[src/rtl/simple_vedic_8bit.sv]
// Unsigned 8x8 Urdhva-Tiryagbhyam multiplier built from 2x2 and 4x4 cells.
// Combinational product on s, plus a registered copy on s_q.
module vedic_2x2 (
    input  logic [1:0] i_a,
    input  logic [1:0] i_b,
    output logic [3:0] o_p
);
    logic w_x10;
    logic w_x01;
    logic w_hh;
    logic w_c1;

    assign w_x10  = i_a[1] & i_b[0];
    assign w_x01  = i_a[0] & i_b[1];
    assign w_hh   = i_a[1] & i_b[1];
    assign w_c1   = w_x10 & w_x01;
    assign o_p[0] = i_a[0] & i_b[0];
    assign o_p[1] = w_x10 ^ w_x01;
    assign o_p[2] = w_hh ^ w_c1;
    assign o_p[3] = w_hh & w_c1;
endmodule

// Operands are zero-extended to the full result width, so no carry is lost.
module vedic_rca #(
    parameter int W = 8
) (
    input  logic [W-1:0] i_x,
    input  logic [W-1:0] i_y,
    output logic [W-1:0] o_sum
);
    logic w_c;

    always_comb begin
        w_c   = 1'b0;
        o_sum = '0;
        for (int i = 0; i < W; i++) begin
            o_sum[i] = i_x[i] ^ i_y[i] ^ w_c;
            w_c      = (i_x[i] & i_y[i]) | (w_c & (i_x[i] ^ i_y[i]));
        end
    end
endmodule

module vedic_4x4 (
    input  logic [3:0] i_a,
    input  logic [3:0] i_b,
    output logic [7:0] o_p
);
    logic [3:0] w_ll;
    logic [3:0] w_lh;
    logic [3:0] w_hl;
    logic [3:0] w_hh;
    logic [4:0] w_mid;
    logic [7:0] w_part;

    vedic_2x2 u_ll (.i_a(i_a[1:0]), .i_b(i_b[1:0]), .o_p(w_ll));
    vedic_2x2 u_lh (.i_a(i_a[1:0]), .i_b(i_b[3:2]), .o_p(w_lh));
    vedic_2x2 u_hl (.i_a(i_a[3:2]), .i_b(i_b[1:0]), .o_p(w_hl));
    vedic_2x2 u_hh (.i_a(i_a[3:2]), .i_b(i_b[3:2]), .o_p(w_hh));

    vedic_rca #(.W(5)) u_mid (
        .i_x({1'b0, w_lh}),
        .i_y({1'b0, w_hl}),
        .o_sum(w_mid)
    );
    vedic_rca #(.W(8)) u_lo (
        .i_x({4'b0, w_ll}),
        .i_y({1'b0, w_mid, 2'b0}),
        .o_sum(w_part)
    );
    vedic_rca #(.W(8)) u_hi (
        .i_x(w_part),
        .i_y({w_hh, 4'b0}),
        .o_sum(o_p)
    );
endmodule

module simple_vedic_8bit (
    input  logic        clk,
    input  logic        rst_n,
    input  logic [7:0]  a,
    input  logic [7:0]  b,
    output logic [15:0] s,
    output logic [15:0] s_q
);
    logic [7:0]  w_ll;
    logic [7:0]  w_lh;
    logic [7:0]  w_hl;
    logic [7:0]  w_hh;
    logic [8:0]  w_mid;
    logic [15:0] w_part;
    logic [15:0] w_s;
    logic [15:0] r_s_q;

    vedic_4x4 u_ll (.i_a(a[3:0]), .i_b(b[3:0]), .o_p(w_ll));
    vedic_4x4 u_lh (.i_a(a[3:0]), .i_b(b[7:4]), .o_p(w_lh));
    vedic_4x4 u_hl (.i_a(a[7:4]), .i_b(b[3:0]), .o_p(w_hl));
    vedic_4x4 u_hh (.i_a(a[7:4]), .i_b(b[7:4]), .o_p(w_hh));

    vedic_rca #(.W(9)) u_mid (
        .i_x({1'b0, w_lh}),
        .i_y({1'b0, w_hl}),
        .o_sum(w_mid)
    );
    vedic_rca #(.W(16)) u_lo (
        .i_x({8'b0, w_ll}),
        .i_y({3'b0, w_mid, 4'b0}),
        .o_sum(w_part)
    );
    vedic_rca #(.W(16)) u_hi (
        .i_x(w_part),
        .i_y({w_hh, 8'b0}),
        .o_sum(w_s)
    );

    always_ff @(posedge clk or negedge rst_n) begin
        if (!rst_n) begin
            r_s_q <= 16'h0000;
        end else begin
            r_s_q <= w_s;
        end
    end

    assign s   = w_s;
    assign s_q = r_s_q;
endmodule

[config.mk]
export PLATFORM = sky130hd
export DESIGN_NAME = simple_vedic_8bit
export DESIGN_NICKNAME = d
export VERILOG_FILES = /design/src/rtl/simple_vedic_8bit.sv
export SDC_FILE = /design/constraint.sdc
export NUM_CORES = 1
export LEC_CHECK = 0
export ABC_AREA = 1
export CORE_ASPECT_RATIO = 1.5
export CORE_MARGIN = 1.5
export CORE_UTILIZATION = 50
export DETAILED_ROUTE_END_ITERATION = 10
export PLACE_DENSITY = 0.75
export SLEW_MARGIN = 20
export SYNTH_ARGS = -nofsm -noshare
export SYNTH_HDL_FRONTEND = slang
export SYNTH_HIERARCHICAL = 1
export SYNTH_SLANG_ARGS = --single-unit
[constraint.sdc]
create_clock -name clk -period 11.8 [get_ports clk]
set_input_delay 2.36 -clock clk [delete_from_list [all_inputs] [get_ports clk]]
set_output_delay 2.36 -clock clk [all_outputs]
set_load 0.05 [all_outputs]
==> results of run 1 <==
-- per-layer routing --
layer / GRT usage / wire length (µm) / up-vias
li1: - / - / 1662
met1: 0.1996 / 2805 / 1582
met2: 0.4186 / 4777 / 63
met3: 0.01102 / 167 / 21
met4: 0.08214 / 314 / 0
met5: 0 / 0 / -
-- placed cells by master, fill, tap and decap left out --
| cell | synthesis | routed |
|---|---|---|
| sky130_fd_sc_hd__nand2_2 | 6 | 8 |
| sky130_fd_sc_hd__ha_4 | 0 | 3 |
| sky130_fd_sc_hd__buf_12 | 0 | 6 |
| sky130_fd_sc_hd__buf_4 | 0 | 20 |
| sky130_fd_sc_hd__nand2_4 | 0 | 1 |
| sky130_fd_sc_hd__nand3_1 | 24 | 22 |
| sky130_fd_sc_hd__dfrtp_1 | 16 | 16 |
| sky130_fd_sc_hd__conb_1 | 5 | 111 |
| sky130_fd_sc_hd__fa_2 | 0 | 27 |
| sky130_fd_sc_hd__clkbuf_16 | 0 | 3 |
| sky130_fd_sc_hd__ha_1 | 47 | 44 |
| sky130_fd_sc_hd__clkdlybuf4s50_1 | 0 | 32 |
| sky130_fd_sc_hd__fa_1 | 95 | 68 |
| sky130_fd_sc_hd__nand3_2 | 0 | 2 |
| sky130_fd_sc_hd__buf_8 | 0 | 2 |
| sky130_fd_sc_hd__nand2_1 | 133 | 130 |
| sky130_fd_sc_hd__inv_2 | 0 | 6 |
| sky130_fd_sc_hd__inv_1 | 184 | 178 |
| sky130_fd_sc_hd__dlymetal6s2s_1 | 0 | 2 |
| sky130_fd_sc_hd__buf_6 | 0 | 6 |
-- per-stage QoR --
step	utilization	setup TNS (ns)	instance area [µm²]	hold slack [ns]	setup WS [ns]
floorplan	-	0	4702	2.064	0.6137
global route	0.6822	-0.9002	5704	2.602	-0.4613
detailed placement	0.6582	-4.060	5504	2.802	-1.318
finish	0.6822	-0.5486	5704	2.527	-0.2755
CTS	0.6777	-0.8225	5667	2.554	-0.4000
global placement	0.6582	-3.677	5504	2.806	-1.229
-- final cells by class --
cell class,count,area (µm²),area share
Multi-Input combinational cell,416,3691,0.6471
Timing Repair Buffer,68,713.2,0.1250
Inverter,184,690.7,0.1211
Sequential cell,16,400.4,0.07019
Tap cell,107,133.9,0.02347
Clock buffer,3,75.07,0.01316
-- cell families (layout without fill, tap and decap cells) --
logic type                 count (synthesis)  in the layout  synth area share
and+or+nand+nor                          163            163            0.1543
DFF                                       16             16           0.09406
buffers and inverters                    184            255            0.1623
other                                      5            111          0.004410
adders and majority gates                142            142            0.5849
-- what timing repair did --
action                     in CTS  in global routing
setup endpoints to repair       5                  3
pin swaps                      34                 14
hold endpoints to repair        0                  0
gates resized for setup        64                  9
buffers inserted                3                  0
-- worst min path at each step --
stage | to | from | slack (ns) | cells past startpoint
after CTS | s_q[1] | rst_n | 2.55 | 1
after global placement | s_q[3] | rst_n | 2.81 | 1
after detailed placement | s_q[3] | rst_n | 2.80 | 1
after floorplan | s_q[0] | rst_n | 2.06 | 0
after global routing | s_q[3] | rst_n | 2.60 | 1
final | s_q[3] | rst_n | 2.53 | 1
==> metrics.md, run 1 <==
| Metric | Value |
|---|---|
| Startpoint of the most critical setup path | a[2] |
| Tot GR Track Use | 0.2002 |
| Post-synthesis cell type count | 8 |
| Final count of negative-setup-slack endpoints | 2 |
| Diodes inserted | 0 |
| Top cells by count, synth | sky130_fd_sc_hd__inv_1, sky130_fd_sc_hd__nand2_1, sky130_fd_sc_hd__fa_1 |
| Via total after detailed routing | 3,328 |
| Synthesized area per cell | 8.346 µm² |
| Final antenna-violating net count | 0 |
| Residual overflow from global routing | 0 |
| Share of flip-flops with an asynchronous set or reset | 1.000 |
| Clock Root Buffer | sky130_fd_sc_hd__clkbuf_16 |
| Top cell type by total area after synthesis | sky130_fd_sc_hd__fa_1 |
| Post-placement cell count | 788 |
| Flops & latches, synth | 16 |
| Max Root-Sink Buffers | 2 |
| Routed via count divided by cell count | 4.191 |
| Number of max-slew violations in the final report | 0 |
| Highest clock frequency the design can meet | 0.08281 GHz |
| Fraction of post-synthesis cell area in the top cell type by area | 0.4468 |
| Antenna violations before repair | 0 |
| Final instance count without filler cells | 794 |
| Count of buffer and inverter cells on the critical path | 6 |
| Standard-cell row count | 41 |
| Core box area | 8362 µm² |
| Gate count of the mapped netlist | 510 |
| Worst slew margin relative to its limit | 0.5585 |
| End of the critical path | s[15] |
| Cell area after synthesis | 4257 µm² |
| Worst Setup Start Kind | input pin |
| Delay-heaviest family, CP | adder cells |
| Synth-to-Final Area Change | 34.01% |
| Post-DP HPWL | 7405 µm |
| Setup repair after global routing missed its margin | yes |
| Period minus WS final | roughly 12 ns |
| Fraction of layout instances using a drive strength above 1 | 0.1223 |
| Worst Path Arrival | just under 10 ns |
| Sinks on Clock Net | 16 |
| WL/cell | about 10 µm |
| Post-route clock period utilization | 1.023 |
| Peak fanout along the critical path | 2 |
| Violated checks | setup timing |
| First-pass GRT wire length | 14,310 µm |
| # Max-Cap Violations | 0 |
| Weighted congestion at the end of routability-driven global placement | 0.8533 |
| Number of enable-type register cells in the synthesized netlist | 0 |
| YS warnings | 6 |
| Total number of nets in the final design | 849 |
| Most frequent cell on the critical path | sky130_fd_sc_hd__fa_2 |
| Final critical-path setup slack | -0.2755 ns |
| Total detailed-routing wirelength | 8064 µm |
| Clock transition at the register clock pins on the worst setup and hold paths after CTS | ~0.050 ns |
| Number of iterations in the first detailed-routing pass | 4 |
| PortBufs | 49 |
| Number of hold violations in the final report | 0 |
| Number of flip-flops under the largest register name | 16 |
| Remaining DRCs | 0 |
| Synth top area cells | sky130_fd_sc_hd__fa_1, sky130_fd_sc_hd__inv_1, sky130_fd_sc_hd__ha_1 |
| Area enclosed by the die boundary | a little over 9000 µm² |
| Initial cell density of the core | 0.5091 |
| Run status | complete, but fails checks |
| Number of global-route vias before repair | 3,591 |
| Count of hold buffers inserted by post-cts repair | 0 |
| Top_reg_cell synth | sky130_fd_sc_hd__dfrtp_1 |
| Total stage count of the critical path | 26 |
| CP max-delay cell | sky130_fd_sc_hd__fa_2 |
| Detailed Route Iter0 Violations | 47 |
| Part of the Yosys area used for sequential elements | 0.09406 |
| Largest net degree at the start of global routing | 17 |
| TritonCTS clock tree | built |
| Cell with the most instances after synthesis | sky130_fd_sc_hd__inv_1 |
| Vertical die dimension | 116.0 µm |
| Width of the die | 78.34 µm |
| CP required | 9.44 ns |
| Min-Delay Path Class | in -> async |
| Highest cell delay on the worst timing path | around 0.56 ns |
| CP Class | in -> out |
| Number of filler cells placed in the layout | between 600 and 700 |
| Max H-tree Level | 1 |
| Element type at the critical path end | output pin |
| Slew @ Worst Pin | 0.6602 ns |
| I/O pin cnt | 50 |
| Num CTS Buffers | 3 |
Power of run 1 is not shown: default switching activity piles up to over one toggle a cycle in this logic, so the estimate is an artifact.
==> inputs of run 2 (changes only) <==
==> constraint.sdc (replaced) <==
create_clock -name clk -period 10.05 [get_ports clk]
set_input_delay 2.01 -clock clk [delete_from_list [all_inputs] [get_ports clk]]
set_output_delay 2.01 -clock clk [all_outputs]
set_load 0.02 [all_outputs]
==> run 2 against run 1 <==
Effect of this change: the run still ends with setup timing left; count of clock-buffer cells in the layout is 1 higher; final area is 0.75% higher; critical path depth stayed put; global-route usage is 0.11 points lower; core utilization is 0.51 points higher; critical endpoint unchanged; sequential cell count stayed put; non-clock buffer count is 1 lower.
==> metrics.md, run 2 (synthesis gave the netlist of run 1 again) <==
| Metric | Value |
|---|---|
| Clock transition at the register clock pins on the worst setup and hold paths after CTS | 0.05 ns (about the same) |
| Leading cell type in the layout, fill and taps excluded | sky130_fd_sc_hd__inv_1 (unchanged) |
| I/O pin cnt | 50 (unchanged) |
| Remaining DRCs | 0 (unchanged) |
| First-pass GRT wire length | 14,370 µm (was 14,310 µm) |
| Peak fanout along the critical path | 3 (was 2) |
| Final critical-path setup slack | -1.283 ns (was -0.2755 ns) |
| Worst Setup Start Kind | input pin (unchanged) |
| Element type at the critical path end | output pin (unchanged) |
| Vertical die dimension | 116.0 µm (unchanged) |
| Number of flip-flops under the largest register name | 16 (unchanged) |
| Via total after detailed routing | 3,219 (was 3,328) |
| Synth-to-Final Area Change | 35.01% (was 34.01%) |
| Slew @ Worst Pin | 0.6783 ns (was 0.6602 ns) |
| Number of global-route vias before repair | 3,553 (was 3,591) |
| Period minus WS final | roughly 11 ns |
| Most frequent cell on the critical path | sky130_fd_sc_hd__fa_2 (unchanged) |
| CP Class | in -> out (unchanged) |
| CP max-delay cell | sky130_fd_sc_hd__fa_1 (was sky130_fd_sc_hd__fa_2) |
| Total number of nets in the final design | 848 (was 849) |
| Highest clock frequency the design can meet | 0.08824 GHz |
| CP required | 8.04 ns (was 9.44 ns) |
| Core box area | 8362 µm² (unchanged) |
| Residual overflow from global routing | 0 (unchanged) |
| Area enclosed by the die boundary | 9087 µm² (unchanged) |
| Fraction of layout instances using a drive strength above 1 | 0.1587 (was 0.1223) |
| Total detailed-routing wirelength | 7951 µm (was 8064 µm) |
| Max Root-Sink Buffers | 2 (unchanged) |
| Min-Delay Path Class | in -> async (unchanged) |
| WL/cell | 10.01 µm (was 10.16 µm) |
| Number of max-slew violations in the final report | 0 (unchanged) |
| Clock Root Buffer | sky130_fd_sc_hd__clkbuf_16 (unchanged) |
| Number of iterations in the first detailed-routing pass | 4 (unchanged) |
| Num CTS Buffers | 3 (unchanged) |
| Antenna violations before repair | 0 (unchanged) |
| Worst Path Arrival | 9.32 ns (was 9.72 ns) |
| Weighted congestion at the end of routability-driven global placement | 0.8705 (was 0.8533) |
| Width of the die | 78.34 µm (unchanged) |
| Number of hold violations in the final report | 0 (unchanged) |
| Largest net degree at the start of global routing | 17 (unchanged) |
| Max H-tree Level | 1 (unchanged) |
| Post-route clock period utilization | 1.128 |
| Commonest non-fill, non-tap cells in the layout | sky130_fd_sc_hd__inv_1, sky130_fd_sc_hd__nand2_1, sky130_fd_sc_hd__conb_1 (unchanged) |
| Post-DP HPWL | 7417 µm (was 7405 µm) |
| Final count of negative-setup-slack endpoints | 5 (was 2) |
| # Max-Cap Violations | 0 (unchanged) |
| Run status | complete, but fails checks (unchanged) |
| Tot GR Track Use | 0.1991 (was 0.2002) |
| PortBufs | 49 (unchanged) |
| Core Util, Final | 0.6873 (was 0.6822) |
| Sinks on Clock Net | 16 (unchanged) |
| Standard-cell row count | 41 (unchanged) |
| Count of buffer and inverter cells on the critical path | 6 (unchanged) |
| Worst slew margin relative to its limit | 0.5464 (was 0.5585) |
| Detailed Route Iter0 Violations | 41 (was 47) |
| Highest cell delay on the worst timing path | 0.57 ns (was 0.56 ns) |
| Diodes inserted | 0 (unchanged) |
| Delay-heaviest family, CP | adder cells (unchanged) |
| Final antenna-violating net count | 0 (unchanged) |
| Initial cell density of the core | 0.5091 (unchanged) |
| TritonCTS clock tree | built (unchanged) |
| Routed via count divided by cell count | 4.054 (was 4.191) |
| Violated checks | setup timing (unchanged) |
| Setup repair after global routing missed its margin | yes (unchanged) |
run 2: final timing paths:
check / start / to / slack (ns) / cells past startpoint
max in group asynchronous: rst_n / s_q[0] / 7.43 / 1
setup / recovery: a[2] / s[15] / -1.28 / 26
hold / removal: rst_n / s_q[9] / 2.19 / 1
min in group clk: b[0] / s_q[0] / 2.74 / 8
run 2: cell type report:
cell class | count | area [µm²]
Multi-Input combinational cell | 416 | 3786
Fill cell | 665 | 2615
Inverter | 184 | 690.7
Timing Repair Buffer | 67 | 646.9
Sequential cell | 16 | 400.4
Tap cell | 107 | 133.9
Clock buffer | 4 | 88.84
run 2: what timing repair did:
item                       in CTS  in global routing
gates cloned                    0                  0
hold buffers                    0                  0
resized for setup              93                 18
buffers inserted                2                  0
pin swaps                      28                 11
setup endpoints to repair       8                  6
run 2: metal layers:
| layer | share of wire | GRT usage | wire, µm | vias up |
|---|---|---|---|---|
| li1 | - | - | - | 1655 |
| met3 | 0.015 | 0.007874 | 120 | 14 |
| met4 | 0.028 | 0.05714 | 226 | 0 |
| met1 | 0.36 | 0.1983 | 2853 | 1502 |
| met5 | 0 | 0 | 0 | - |
| met2 | 0.60 | 0.4307 | 4751 | 48 |
run 2: per-stage QoR:
step	cells	hold WS [ns]	TNS, ns	worst slack (ns)	area [µm²]
floorplan	616	1.714	-0.03808	-0.02187	4775
global placement	788	2.455	-11.80	-2.484	5519
detailed placement	788	2.458	-12.22	-2.554	5519
CTS	794	2.207	-4.809	-1.420	5704
global route	794	2.240	-4.986	-1.464	5747
finish	794	2.187	-4.188	-1.283	5747
Power of run 2 is left out for the same reason.
